[src/rtl/vga_text_blitter.sv]
`default_nettype none
// ============================================================================
// Module      : vga_text_blitter
// Description : Command-driven FILL / COPY engine for rectangles of 3-byte
//               text cells in VGA memory. Cell i lives at byte 3*i:
//               +0 char, +1 foreground, +2 background.
// Revision    : 1.0  initial release
// ============================================================================
module vga_text_blitter #(
    parameter int READ_LATENCY   = 2,
    parameter int LAST_TEXT_ADDR = 20475
) (
    input  logic        main_clk,
    input  logic        reset,
    input  logic        cmd_valid,
    output logic        cmd_ready,
    input  logic        cmd_op,
    input  logic [6:0]  cmd_x,
    input  logic [6:0]  cmd_y,
    input  logic [6:0]  cmd_w,
    input  logic [6:0]  cmd_h,
    input  logic [6:0]  cmd_sx,
    input  logic [6:0]  cmd_sy,
    input  logic [7:0]  cmd_char,
    input  logic [7:0]  cmd_fg,
    input  logic [7:0]  cmd_bg,
    input  logic [6:0]  columns,
    input  logic [6:0]  rows,
    output logic        done,
    output logic        error,
    output logic        mem_req,
    input  logic        mem_gnt,
    output logic        mem_do_write,
    output logic        mem_do_byte_op,
    output logic [14:0] mem_addr,
    output logic [15:0] mem_write_data,
    input  logic [15:0] mem_read_data
);

    localparam logic [2:0]  c_IDLE     = 3'd0;
    localparam logic [2:0]  c_CHECK    = 3'd1;
    localparam logic [2:0]  c_REQ      = 3'd2;
    localparam logic [2:0]  c_FILL     = 3'd3;
    localparam logic [2:0]  c_CPY_RD   = 3'd4;
    localparam logic [2:0]  c_CPY_WAIT = 3'd5;
    localparam logic [2:0]  c_CPY_WR   = 3'd6;
    localparam logic [2:0]  c_DONE     = 3'd7;

    localparam logic [17:0] c_LAST_ADDR = 18'(LAST_TEXT_ADDR);
    localparam logic [7:0]  c_WAIT_LAST = 8'(READ_LATENCY - 1);

    logic [2:0]  r_state;
    logic [2:0]  w_next_state;

    logic        r_op;
    logic [6:0]  r_x, r_y, r_w, r_h, r_sx, r_sy;
    logic [7:0]  r_char, r_fg, r_bg;
    logic [6:0]  r_cols, r_rows;
    logic [14:0] r_stride;
    logic [14:0] r_dst_base, r_src_base, r_dst_ptr, r_src_ptr;
    logic [6:0]  r_col, r_row;
    logic [1:0]  r_byte;
    logic [7:0]  r_wait_cnt;
    logic        r_bad;
    logic        r_err;
    logic        r_skip;

    // ------------------------------------------------------------------
    // Command legality, evaluated in the single CHECK cycle
    // ------------------------------------------------------------------
    logic [7:0]  w_dst_end_x, w_dst_end_y, w_src_end_x, w_src_end_y;
    logic [15:0] w_dst_idx, w_src_idx, w_dst_last_idx, w_src_last_idx;
    logic [17:0] w_dst_last_addr, w_src_last_addr;
    logic [14:0] w_dst_addr0, w_src_addr0;
    logic        w_dst_ovf, w_src_ovf, w_reject, w_empty;

    assign w_dst_end_x     = {1'b0, r_x}  + {1'b0, r_w};
    assign w_dst_end_y     = {1'b0, r_y}  + {1'b0, r_h};
    assign w_src_end_x     = {1'b0, r_sx} + {1'b0, r_w};
    assign w_src_end_y     = {1'b0, r_sy} + {1'b0, r_h};
    assign w_dst_idx       = 16'(r_y)  * 16'(r_cols) + 16'(r_x);
    assign w_src_idx       = 16'(r_sy) * 16'(r_cols) + 16'(r_sx);
    assign w_dst_last_idx  = 16'(w_dst_end_y - 8'd1) * 16'(r_cols) + 16'(w_dst_end_x - 8'd1);
    assign w_src_last_idx  = 16'(w_src_end_y - 8'd1) * 16'(r_cols) + 16'(w_src_end_x - 8'd1);
    assign w_dst_last_addr = 18'(w_dst_last_idx) * 18'd3 + 18'd2;
    assign w_src_last_addr = 18'(w_src_last_idx) * 18'd3 + 18'd2;
    // Only consumed once the command is legal, so the index fits in 13 bits
    assign w_dst_addr0     = 15'(w_dst_idx) * 15'd3;
    assign w_src_addr0     = 15'(w_src_idx) * 15'd3;

    assign w_dst_ovf = (w_dst_end_x > {1'b0, r_cols}) || (w_dst_end_y > {1'b0, r_rows}) ||
                       (w_dst_last_addr > c_LAST_ADDR);
    assign w_src_ovf = (w_src_end_x > {1'b0, r_cols}) || (w_src_end_y > {1'b0, r_rows}) ||
                       (w_src_last_addr > c_LAST_ADDR);
    // Copies always run ascending, so the destination may not sit above the source
    assign w_reject  = w_dst_ovf || (r_op && (w_src_ovf || (w_dst_idx > w_src_idx)));
    assign w_empty   = (r_w == 7'd0) || (r_h == 7'd0);

    // ------------------------------------------------------------------
    // Walk position and write strobe
    // ------------------------------------------------------------------
    logic       w_last_byte, w_last_col, w_last_row, w_last;
    logic       w_write;
    logic [7:0] w_rd_byte;
    logic [7:0] w_fill_byte;

    assign w_last_byte = (r_byte == 2'd2);
    assign w_last_col  = (r_col == r_w - 7'd1);
    assign w_last_row  = (r_row == r_h - 7'd1);
    assign w_last      = w_last_byte && w_last_col && w_last_row;
    // A copy write only goes out if its whole read window kept the grant
    assign w_write     = mem_gnt && ((r_state == c_FILL) || ((r_state == c_CPY_WR) && !r_bad));
    assign w_rd_byte   = r_src_ptr[0] ? mem_read_data[15:8] : mem_read_data[7:0];

    always_comb begin
        w_fill_byte = r_bg;
        case (r_byte)
            2'd0:    w_fill_byte = r_char;
            2'd1:    w_fill_byte = r_fg;
            default: w_fill_byte = r_bg;
        endcase
    end

    // State register
    always_ff @(posedge main_clk) begin
        if (reset) r_state <= c_IDLE;
        else       r_state <= w_next_state;
    end

    // Next-state and output decode
    always_comb begin
        w_next_state   = r_state;
        cmd_ready      = 1'b0;
        done           = 1'b0;
        error          = 1'b0;
        mem_req        = 1'b0;
        mem_addr       = 15'd0;
        mem_write_data = 16'd0;
        case (r_state)
            c_IDLE: begin
                cmd_ready = 1'b1;
                if (cmd_valid) w_next_state = c_CHECK;
            end
            c_CHECK: begin
                if (w_empty || w_reject) w_next_state = c_DONE;
                else                     w_next_state = c_REQ;
            end
            c_REQ: begin
                mem_req  = 1'b1;
                mem_addr = r_op ? r_src_ptr : r_dst_ptr;
                if (mem_gnt) w_next_state = r_op ? c_CPY_RD : c_FILL;
            end
            c_FILL: begin
                mem_req        = 1'b1;
                mem_addr       = r_dst_ptr;
                mem_write_data = {w_fill_byte, w_fill_byte};
                if (w_write && w_last) w_next_state = c_DONE;
            end
            c_CPY_RD: begin
                mem_req  = 1'b1;
                mem_addr = r_src_ptr;
                if (mem_gnt) w_next_state = (READ_LATENCY <= 1) ? c_CPY_WR : c_CPY_WAIT;
            end
            c_CPY_WAIT: begin
                mem_req  = 1'b1;
                mem_addr = r_src_ptr;
                if (r_wait_cnt >= c_WAIT_LAST) w_next_state = c_CPY_WR;
            end
            c_CPY_WR: begin
                mem_req        = 1'b1;
                mem_addr       = r_dst_ptr;
                mem_write_data = {w_rd_byte, w_rd_byte};
                // Without a write this byte is simply read again
                if (w_write && w_last) w_next_state = c_DONE;
                else                   w_next_state = c_CPY_RD;
            end
            c_DONE: begin
                done         = 1'b1;
                error        = r_err;
                mem_req      = !r_skip;
                w_next_state = c_IDLE;
            end
            default: w_next_state = c_IDLE;
        endcase
    end

    assign mem_do_write   = w_write;
    assign mem_do_byte_op = mem_req;

    // Command capture, pointer setup and row-major walk over the rectangle
    always_ff @(posedge main_clk) begin
        if (reset) begin
            r_op       <= 1'b0;
            r_x        <= 7'd0;
            r_y        <= 7'd0;
            r_w        <= 7'd0;
            r_h        <= 7'd0;
            r_sx       <= 7'd0;
            r_sy       <= 7'd0;
            r_char     <= 8'd0;
            r_fg       <= 8'd0;
            r_bg       <= 8'd0;
            r_cols     <= 7'd0;
            r_rows     <= 7'd0;
            r_stride   <= 15'd0;
            r_dst_base <= 15'd0;
            r_src_base <= 15'd0;
            r_dst_ptr  <= 15'd0;
            r_src_ptr  <= 15'd0;
            r_col      <= 7'd0;
            r_row      <= 7'd0;
            r_byte     <= 2'd0;
            r_wait_cnt <= 8'd0;
            r_bad      <= 1'b0;
            r_err      <= 1'b0;
            r_skip     <= 1'b0;
        end else begin
            case (r_state)
                c_IDLE: begin
                    if (cmd_valid) begin
                        r_op     <= cmd_op;
                        r_x      <= cmd_x;
                        r_y      <= cmd_y;
                        r_w      <= cmd_w;
                        r_h      <= cmd_h;
                        r_sx     <= cmd_sx;
                        r_sy     <= cmd_sy;
                        r_char   <= cmd_char;
                        r_fg     <= cmd_fg;
                        r_bg     <= cmd_bg;
                        r_cols   <= columns;
                        r_rows   <= rows;
                        r_stride <= 15'(columns) * 15'd3;
                    end
                end
                c_CHECK: begin
                    r_skip     <= w_empty || w_reject;
                    r_err      <= !w_empty && w_reject;
                    r_dst_base <= w_dst_addr0;
                    r_dst_ptr  <= w_dst_addr0;
                    r_src_base <= w_src_addr0;
                    r_src_ptr  <= w_src_addr0;
                    r_col      <= 7'd0;
                    r_row      <= 7'd0;
                    r_byte     <= 2'd0;
                end
                c_CPY_RD: begin
                    if (mem_gnt) begin
                        r_bad      <= 1'b0;
                        r_wait_cnt <= 8'd1;
                    end
                end
                c_CPY_WAIT: begin
                    if (!mem_gnt) r_bad <= 1'b1;
                    r_wait_cnt <= r_wait_cnt + 8'd1;
                end
                default: ;
            endcase

            if (w_write) begin
                if (!w_last_byte) begin
                    r_byte    <= r_byte + 2'd1;
                    r_dst_ptr <= r_dst_ptr + 15'd1;
                    r_src_ptr <= r_src_ptr + 15'd1;
                end else if (!w_last_col) begin
                    r_byte    <= 2'd0;
                    r_col     <= r_col + 7'd1;
                    r_dst_ptr <= r_dst_ptr + 15'd1;
                    r_src_ptr <= r_src_ptr + 15'd1;
                end else begin
                    r_byte     <= 2'd0;
                    r_col      <= 7'd0;
                    r_row      <= r_row + 7'd1;
                    r_dst_base <= r_dst_base + r_stride;
                    r_src_base <= r_src_base + r_stride;
                    r_dst_ptr  <= r_dst_base + r_stride;
                    r_src_ptr  <= r_src_base + r_stride;
                end
            end
        end
    end

endmodule
`default_nettype wire

[config.mk]
export PLATFORM = sky130hd
export DESIGN_NAME = vga_text_blitter
export DESIGN_NICKNAME = d
export VERILOG_FILES = /design/src/rtl/vga_text_blitter.sv
export SDC_FILE = /design/constraint.sdc
export NUM_CORES = 1
export LEC_CHECK = 0
export CAP_MARGIN = 0
export CORE_MARGIN = 4
export CORE_UTILIZATION = 45
export CTS_CLUSTER_SIZE = 8
export DETAILED_ROUTE_END_ITERATION = 12
export GPL_ROUTABILITY_DRIVEN = 0
export HOLD_SLACK_MARGIN = 0.12
export PLACE_DENSITY = 0.71
export SLEW_MARGIN = 20
export SYNTH_ARGS = -nofsm -noshare
export SYNTH_HDL_FRONTEND = slang
export SYNTH_SLANG_ARGS = --single-unit
[constraint.sdc]
create_clock -name main_clk -period 7.8 [get_ports main_clk]
set_input_delay 1.95 -clock main_clk [delete_from_list [all_inputs] [get_ports main_clk]]
set_output_delay 1.95 -clock main_clk [all_outputs]
set_load 0.01 [all_outputs]
==> impl_metrics.csv <==
group,metric,value,unit
worst_setup_path,cp.required,8.11,ns
worst_setup_path,cp-start-kind,"flip-flop",
worst_setup_path,ff2ff_setup_slack,-0.34,ns
yosys,synth.area.top_cells,"ha_1 (17%), fa_1 (16%), dfxtp_1 (15%)",
sta,period_share,1.04,
sta,rsz0062_at_grt,"true",
cts,clk_pin_slew,0.07,ns
cts,h-tree-depth,4,
placement,place_hpwl,54.3,mm
worst_setup_path,setup.worst_path.end_class,"flip-flop",
drt,post-route-drc-count,0,
yosys,syn_inst,3030,
die,core,52900,um2
die,die_area,57500,um2
worst_setup_path,cp_data_arrival_time,8.45,ns
cts,clk_latency,0.47,ns
drt,vias,22100,
yosys,synthFlopType,"dfxtp_1",
die,row_count,84,
yosys,yosysTopAreaCell,"ha_1",
job,cap_violations,0,
sta,slew_headroom,0.316,
drt,dr.pass1.iters,6,
worst_setup_path,slowest_delay,0.55,ns
min_path,hp-class,"reg2reg",
cts,numCtsBuffers,17,
sta,worst_slew_pin_slew,1.03,ns
worst_setup_path,r2r-start,"r_h[0]$_SDFFE_PP0P_",
yosys,synth_top_area_share,0.173,
yosys,syn-num-nets,3655,
yosys,syn_area,24200,um2
global_route,antenna_found_initial,0,
cells_and_area,fill_cells,4928,
global_route,overflow,0,
yosys,yosysSeqAreaShare,0.148,
sta,period_needed,8.14,ns
cells_and_area,multiInputGateArea,19300,um2
cells_and_area,most-common-layout-cells,"inv_1 (374), nand2_1 (367), ha_1 (318), buf_4 (270), a21oi_1 (225)",
drt,ant_nets,0,
cts,ctsHoldBuffers,0,
die,start_util,0.457,
cts,cts_num_sinks,179,
yosys,yosys_register_bits,179,
min_path,hold_depth,2,
cts,cts_tree,"built",
sta,fin_skew,0.0161,ns
sta,setup_viol,4,
worst_setup_path,critical_path.max_fanout,3,
yosys,async_flop_share,0,
worst_setup_path,path_class,"reg2reg",
global_route,grt_pass1_wl,110,mm
cts,cts_root_buffer,"clkbuf_16",
sta,drv_slew,0,
cells_and_area,stdcell_count,4052,
die,chipHeight,240,um
global_route,grt_pass1_vias,21500,
drt,via_per_inst,5.46,
cells_and_area,layout_commonest_cell,"inv_1",
sta,tns,-1.20,ns
sta,hold_viol,0,
drt,drt-total-wl,68.5,mm
die,fp.dieW,240,um
global_route,track_usage,0.236,
yosys,synth_cell_types,91,
yosys,synth.yosys.warnings,0,
cells_and_area,drive_above_1_share,0.132,
cells_and_area,post-route-util,0.553,
cells_and_area,seqCellArea,3590,um2
worst_setup_path,rr_endpoint,"r_state[0]$_SDFFE_PP0P_",
worst_setup_path,reg2regPathDepth,38,
yosys,synth-edff-count,0,
placement,placed_area,28000,um2
placement,io_buffers,137,
cells_and_area,layout.nets,3975,
drt,wire_per_inst,16.9,um
drt,first_iter_violations,1535,
run_status,violations,"setup timing",
min_path,min_from,"r_bg[1]$_SDFFE_PP0P_",
sta,fmax,123,MHz
cts,clock_path_buffers,2,
sta,worst_slack,-0.338,ns
min_path,min_to,"r_bg[1]$_SDFFE_PP0P_",
yosys,syn_avg_cell_area,7.98,um2
cells_and_area,final_area,29200,um2
placement,placedCellCount,4005,
die,boundaryPins,138,
cells_and_area,area_delta_synth_final,20.9,%
run_status,status,"finished with violations",
worst_setup_path,slowest_stage,"fa_1",
global_route,grt_max_degree,104,
-- synth_stat cells, types with 6 or more instances --
master,n
nor4_1,9
a311oi_1,6
fa_1,189
xnor2_1,131
o21ai_1,13
nor2_1,217
nand4_1,20
nand2_1,369
a211oi_1,51
o211ai_1,14
a21o_1,34
clkbuf_1,83
and3_1,31
or3_1,12
buf_2,6
o21bai_1,19
o2111ai_1,6
a2111oi_0,6
buf_4,13
a22o_1,15
a21oi_1,236
a221oi_1,11
o22ai_1,14
nand2b_1,21
or2_2,12
nand3_1,67
inv_1,377
nor2b_1,40
and2_1,105
xor2_1,65
nor3_1,60
o21a_1,25
a211o_1,7
o31ai_1,9
a31oi_1,12
nand3b_1,10
dfxtp_1,179
ha_1,335
mux2i_1,19
o21ai_0,71
-- metrics by stage --
step,hold WS (ns),worst slack [ns]
2_1_floorplan,0.427,-0.00900
3_3_place_gp,0.442,-0.425
3_5_place_dp,0.447,-0.627
4_1_cts,0.457,-0.259
5_1_grt,0.470,-0.708
6_report,0.454,-0.338
-- layout make-up --
type                       count  area share
antenna                        1   0.0000856
clock buffer                  17      0.0145
clock inverter                15     0.00591
inverter                     381      0.0489
multi-input combinational   2359       0.660
sequential                   179       0.123
tap                          688      0.0294
timing repair buffer         412       0.118
-- per-layer routing --
metal  track usage  wire, um
met1         0.309     29600
met2         0.408     33400
met3        0.0375      3970
met4        0.0573      1620
met5             0         0
-- cells by family after synthesis --
| kind of cell | share of synthesized area |
|---|---|
| compound gates | 0.165 |
| fa+ha+maj | 0.330 |
| flops | 0.148 |
| buf+inv | 0.0800 |
| mux | 0.00880 |
| simple gates | 0.195 |
| xor+xnor | 0.0726 |
-- worst max-delay path by stage --
| stage | startpoint | to | slack [ns] | cells past startpoint |
|---|---|---|---|---|
| detailed placement | r_h[0]$_SDFFE_PP0P_ | r_state[0]$_SDFFE_PP0P_ | -0.63 | 37 |
| global route | r_h[0]$_SDFFE_PP0P_ | r_state[0]$_SDFFE_PP0P_ | -0.71 | 38 |
| finish | r_h[0]$_SDFFE_PP0P_ | r_state[0]$_SDFFE_PP0P_ | -0.34 | 38 |
| global placement | r_h[0]$_SDFFE_PP0P_ | r_state[0]$_SDFFE_PP0P_ | -0.43 | 38 |
| floorplan | r_h[0]$_SDFFE_PP0P_ | r_state[0]$_SDFFE_PP0P_ | -0.009 | 36 |
| CTS | r_x[0]$_SDFFE_PP0P_ | r_state[0]$_SDFFE_PP0P_ | -0.26 | 33 |
-- registers in the layout (all words and copies together), names as in the netlist, 8 cells and up --
name	cells
r_src_ptr	15
r_char	8
r_dst_base	15
r_src_base	15
r_wait_cnt	8
r_stride	8
r_dst_ptr	15
r_bg	8
r_fg	8
-- worst max-delay path: cells and delay by family (launching register included) --
| kind | cells | cell delay, ns |
|---|---|---|
| and+or+nand+nor | 8 | 1.18 |
| AOI/OAI and AO/OA | 10 | 2.04 |
| adders and majority gates | 9 | 3.21 |
| DFF | 1 | 0.34 |
| buffers and inverters | 8 | 0.71 |
| xor gates and xnor gates | 3 | 0.49 |
-- what timing repair did --
item,CTS,global route
pin swaps,60,16
cloned,0,0
buffers inserted,13,1
resized for setup,65,28
setup endpoints to repair,4,4
Power is left out: the tool's default activity adds up to more than one toggle a clock period on the data nets, which glitch-free logic cannot reach.
